--- src/rtl/pipelined_cla_adder.sv ---
// Pipelined carry-look-ahead adder/subtractor, one BLOCK-bit group per
// stage, with valid/ready handshakes on both sides.
//
// Ports:
//   clk, rst                  clock, async active-high reset
//   in_valid, in_ready        input handshake
//   A, B, C_in, sub           operands, carry in, 1 = subtract (A-B)
//   out_valid, out_ready      output handshake
//   S, C_out, ovf             result, carry out, signed overflow
module pipelined_cla_adder #(
    parameter int N     = 16,
    parameter int BLOCK = 4
) (
    input  logic         clk,
    input  logic         rst,
    input  logic         in_valid,
    output logic         in_ready,
    input  logic [N-1:0] A,
    input  logic [N-1:0] B,
    input  logic         C_in,
    input  logic         sub,
    output logic         out_valid,
    input  logic         out_ready,
    output logic [N-1:0] S,
    output logic         C_out,
    output logic         ovf
);

    localparam int STAGES = N / BLOCK;

    logic         adv;
    logic         out_valid_q;
    logic [N-1:0] s_q;
    logic         c_out_q;
    logic         ovf_q;

    // The whole pipe moves as one unit: it only stalls when the
    // output register holds a result nobody is taking.
    assign adv       = !out_valid_q || out_ready;
    assign in_ready  = adv;
    assign out_valid = out_valid_q;
    assign S         = s_q;
    assign C_out     = c_out_q;
    assign ovf       = ovf_q;

    for (genvar k = 0; k < STAGES; k++) begin : g_st
        // y carries only the not-yet-consumed operand B blocks,
        // so it shrinks by one block per stage.
        localparam int W = N - k * BLOCK;

        logic [N-1:0]     x_i;
        logic [N-1:0]     x_n;
        logic [W-1:0]     y_i;
        logic             ci;
        logic             vi;
        logic [BLOCK-1:0] ga;
        logic [BLOCK-1:0] gb;
        logic [BLOCK-1:0] g;
        logic [BLOCK-1:0] p;
        logic [BLOCK-1:0] s;
        logic [BLOCK:0]   c;

        if (k == 0) begin : g_src
            // Subtraction as A + ~B + 1; C_in is dropped.
            assign x_i = A;
            assign y_i = sub ? ~B : B;
            assign ci  = sub | C_in;
            assign vi  = in_valid;
        end else begin : g_src
            assign x_i = g_st[k-1].g_reg.x_q;
            assign y_i = g_st[k-1].g_reg.y_q;
            assign ci  = g_st[k-1].g_reg.c_q;
            assign vi  = g_st[k-1].g_reg.v_q;
        end

        // x holds finished sum bits below this block and the
        // untouched A bits from this block upward.
        always_comb begin
            ga   = x_i[k*BLOCK +: BLOCK];
            gb   = y_i[BLOCK-1:0];
            g    = ga & gb;
            p    = ga | gb;
            c    = '0;
            c[0] = ci;
            for (int i = 0; i < BLOCK; i++) begin
                c[i+1] = g[i] | (p[i] & c[i]);
            end
            s   = ga ^ gb ^ c[BLOCK-1:0];
            x_n = x_i;
            x_n[k*BLOCK +: BLOCK] = s;
        end

        if (k < STAGES - 1) begin : g_reg
            logic [N-1:0]       x_q;
            logic [W-BLOCK-1:0] y_q;
            logic               c_q;
            logic               v_q;

            always_ff @(posedge clk or posedge rst) begin
                if (rst) begin
                    x_q <= '0;
                    y_q <= '0;
                    c_q <= 1'b0;
                    v_q <= 1'b0;
                end else if (adv) begin
                    x_q <= x_n;
                    y_q <= y_i[W-1:BLOCK];
                    c_q <= c[BLOCK];
                    v_q <= vi;
                end
            end
        end
    end

    // The last stage's register is the output register.
    always_ff @(posedge clk or posedge rst) begin
        if (rst) begin
            out_valid_q <= 1'b0;
            s_q         <= '0;
            c_out_q     <= 1'b0;
            ovf_q       <= 1'b0;
        end else if (adv) begin
            out_valid_q <= g_st[STAGES-1].vi;
            s_q         <= g_st[STAGES-1].x_n;
            c_out_q     <= g_st[STAGES-1].c[BLOCK];
            ovf_q       <= g_st[STAGES-1].c[BLOCK]
                         ^ g_st[STAGES-1].c[BLOCK-1];
        end
    end

endmodule
--- config.mk ---
export PLATFORM = sky130hd
export DESIGN_NAME = pipelined_cla_adder
export DESIGN_NICKNAME = d
export VERILOG_FILES = /design/src/rtl/pipelined_cla_adder.sv
export SDC_FILE = /design/constraint.sdc
export NUM_CORES = 1
export LEC_CHECK = 0
export CAP_MARGIN = 5
export CORE_MARGIN = 1.5
export CORE_UTILIZATION = 45
export DETAILED_ROUTE_END_ITERATION = 8
export GPL_TIMING_DRIVEN = 0
export PLACE_DENSITY = 0.68
export SYNTH_ARGS = -nofsm -noshare
export SYNTH_HDL_FRONTEND = slang
export SYNTH_SLANG_ARGS = --single-unit
--- constraint.sdc ---
create_clock -name clk -period 3.55 [get_ports clk]
set_input_delay 0.71 -clock clk [delete_from_list [all_inputs] [get_ports clk]]
set_output_delay 0.71 -clock clk [all_outputs]
set_load 0.005 [all_outputs]
==> flow_summary.rst <==
.. list-table::
   :header-rows: 1

   * - Metric
     - Value
   * - Result of the run
     - finished clean
   * - Final-layout fill cell count
     - 753
   * - Most frequent standard cell in the layout excluding fill and tap cells
     - dfrtp_1
   * - Share of synthesized cell area in and, or, nand and nor gates
     - 2.91%
   * - Number of diodes
     - 0
   * - Post-route total power
     - 4190 uW
   * - Footprint of the multi-input gates
     - 1580 um2
   * - Number of iterations in the first detailed-routing pass
     - 4
   * - Most area-consuming cells after synthesis
     - dfrtp_1 (57%), mux2_2 (20%), fa_1 (7.5%)
   * - Clock sink total
     - 97
   * - TritonCTS clock tree
     - done
   * - Highest attainable clock frequency
     - 311 MHz
   * - Utilization after layout
     - 56.7%
   * - Final hold violations
     - 0
   * - Share of final-layout standard cells stronger than drive strength 1
     - 29.3%
   * - Row Count
     - 35
   * - Number of max-cap violations
     - 0
   * - Post-route worst setup slack
     - 331 ps
   * - Class of the worst hold path
     - reg2reg
   * - Number of buffers on the longest clock path
     - 2
   * - Average wire per standard cell
     - 15.4 um
   * - DR iter-0 viols
     - 45
   * - Clock transition at the register clock pins on the worst setup and hold paths after CTS
     - 80 ps
   * - Vias in the first global route
     - 2422
   * - Worst Hold Slack
     - 477 ps
   * - Number of ports placed on the die boundary
     - 58
   * - Area of the core region
     - 9200 um2
   * - Final period util
     - 90.7%
   * - Total of cells resized after clock tree synthesis
     - 0
   * - Normalized max-slew margin
     - 58.2%
   * - Area Growth Syn to Fin
     - 22.5%
   * - Final instance count without filler cells
     - 473
   * - Combinational family with the most area after synthesis
     - multiplexers
   * - Mapped cell area
     - 4260 um2
   * - Routed via count
     - 2318
   * - Detailed placer's ending HPWL
     - 5160 um
   * - Reg2Reg Setup Slack
     - 880 ps
   * - Start point of the critical path
     - out_ready
   * - Library cells used by synthesis
     - 16
   * - Clock Latency Late Sink
     - 350 ps
   * - Total Routing Usage GR
     - 16.3%
   * - HP Start
     - g_st[2].g_reg.v_q
   * - Post-synth net total
     - 343
   * - RSZ-0062 raised after global routing
     - false
   * - Effective utilization at floorplan
     - 46.3%
   * - Slew of the pin with the lowest slew margin
     - 627 ps
   * - Leading area contributor after synthesis
     - dfrtp_1
   * - Buffer cell driving the clock tree root
     - clkbuf_8
   * - Crit. End Element
     - output port
   * - Global-route wire length before repair
     - 12300 um
   * - Arithmetic-cell share of the synthesized area counting full adders, half adders and majority gates
     - 7.52%
   * - DRC violation count after routing
     - 0
   * - Average cell area after synthesis
     - 14.7 um2
   * - Synthesis-stage register bit count
     - 97
   * - Peak ir drop on the vdd network
     - 264 uV
   * - Req. time, crit path
     - 2840 ps
   * - Mapped Cells
     - 289
   * - Sequential-to-total area share from yosys stat
     - 57.0%
   * - Complex-gate fraction of the synthesized area
     - 1.65%
   * - Footprint of the flip-flops and latches
     - 2430 um2
   * - Number of nets with antenna violations after detailed routing
     - 0
   * - Largest net degree at the start of global routing
     - 50
   * - Portion of netlist area occupied by mux cells
     - 21.5%
   * - Synthesis Warnings
     - 0
   * - Arrival time at the worst endpoint
     - 2510 ps
   * - Crit-path max FO
     - 10
   * - Aggregate global routing overflow
     - 0
   * - Count of input and output buffers
     - 56
   * - Top cell type's share of synthesized area
     - 57.0%
   * - Total routed wirelength
     - 7300 um
   * - Xor-xnor portion of the synthesized cell area
     - 3.50%
   * - Final number of setup-violating endpoints
     - 0
   * - Die width
     - 100 um
   * - Depth of the CTS H-tree
     - 3
   * - Drt via density
     - 4.90
   * - WS Path Type
     - in2out
   * - Initial antenna violation count
     - 0
   * - Total setup buffers inserted after CTS
     - 0
   * - Clock period minus final worst setup slack
     - 3220 ps
   * - Fin. max-slew vios
     - 0
   * - Post-CTS Hold Fix Bufs
     - 0
   * - Leading cell types in the layout, fill and taps excluded
     - dfrtp_1 (97), mux2_2 (75), clkdlybuf4s50_1 (56)
   * - Worst Setup Slack post-DPL
     - 230 ps
   * - Ratio of total power to cell area
     - 802 nW/um2
   * - Die area
     - 10100 um2
   * - Worst setup skew after layout
     - 9.06 ps
   * - TritonCTS buffer count
     - 9
   * - Sort of element at the start of the critical path
     - input pin
   * - Cell Count Post-Placement
     - 457
   * - RD Place Congestion
     - 0.736
   * - Static leakage power
     - 0.00227 uW
   * - Worst reg2reg path startpoint
     - g_st[2].g_reg.x_q[12]
   * - Chip Height
     - 100 um
   * - Net count of the finished layout
     - 411
## synthesized netlist by cell type (all sizes together)
| cell type | n |
|---|---|
| a21oi | 14 |
| buf | 13 |
| clkbuf | 2 |
| dfrtp | 97 |
| fa | 16 |
| inv | 31 |
| mux2 | 76 |
| mux2i | 6 |
| nand2b | 2 |
| nor3b | 14 |
| or2 | 1 |
| xnor2 | 5 |
| xor2 | 12 |
## metrics by stage
stage	setup TNS (ps)	cell area [um2]
after floorplan	0	4260
after global placement	-107470	4960
after detailed placement	0	4990
after CTS	0	5220
after global routing	0	5220
final	0	5220
## sequential cells by signal, summed over array words and instances, names as in the netlist
register	cells
g_st.g_reg.x_q	48
ovf	1
g_st.g_reg.v_q	3
out_valid	1
S	16
g_st.g_reg.c_q	3
g_st.g_reg.y_q	24
C_out	1
## worst paths after layout
check,endpoint,cells after the start
setup reg to reg,ovf,7
hold reg to reg,out_valid,1
hold / removal,out_valid,1
setup / recovery,in_ready,6
min in group asynchronous,g_st[1].g_reg.x_q[0],2
max in group asynchronous,S[11],3
## routing by layer
metal / up-vias / wire length, um / global-route usage [%]
li1: 1085 / - / -
met3: 10 / 154 / 2.51
met2: 34 / 3580 / 26.4
met1: 1189 / 3450 / 22.0
met5: - / 0 / 0
met4: 0 / 119 / 6.72
## kinds of logic (layout without fill, tap and decap cells)
family                     Yosys count  count (layout)
DFF                                 97              97
AOI/OAI and AO/OA                   14              14
adders and majority gates           16              16
muxes                               82              82
buffers and inverters               46             119
xor gates and xnor gates            17              17
and+or+nand+nor                     17              17
## cell type report
cell class              instances  share of cell area (%)
flip-flops and latches         97                    46.5
multi-input cells             146                    30.3
repair buffers                 57                    11.3
clock buffers                  12                    2.97
well taps                     111                    2.66
plain buffers                  15                    2.61
inverters                      31                    2.28
clock inverters                 4                    1.44
## critical path, stage by stage
cell             delay [ps]
clkdlybuf4s50_1         590
nand2b_1                140
buf_4                   180
buf_6                   180
buf_4                   190
clkdlybuf4s50_1         510
## report_power, final
| part | internal [uW] | switching (uW) | total [uW] |
|---|---|---|---|
| logic | 929 | 614 | 1540 |
| clock network | 436 | 367 | 803 |
| registers | 1600 | 241 | 1840 |
(Power assumes the default switching activity.)
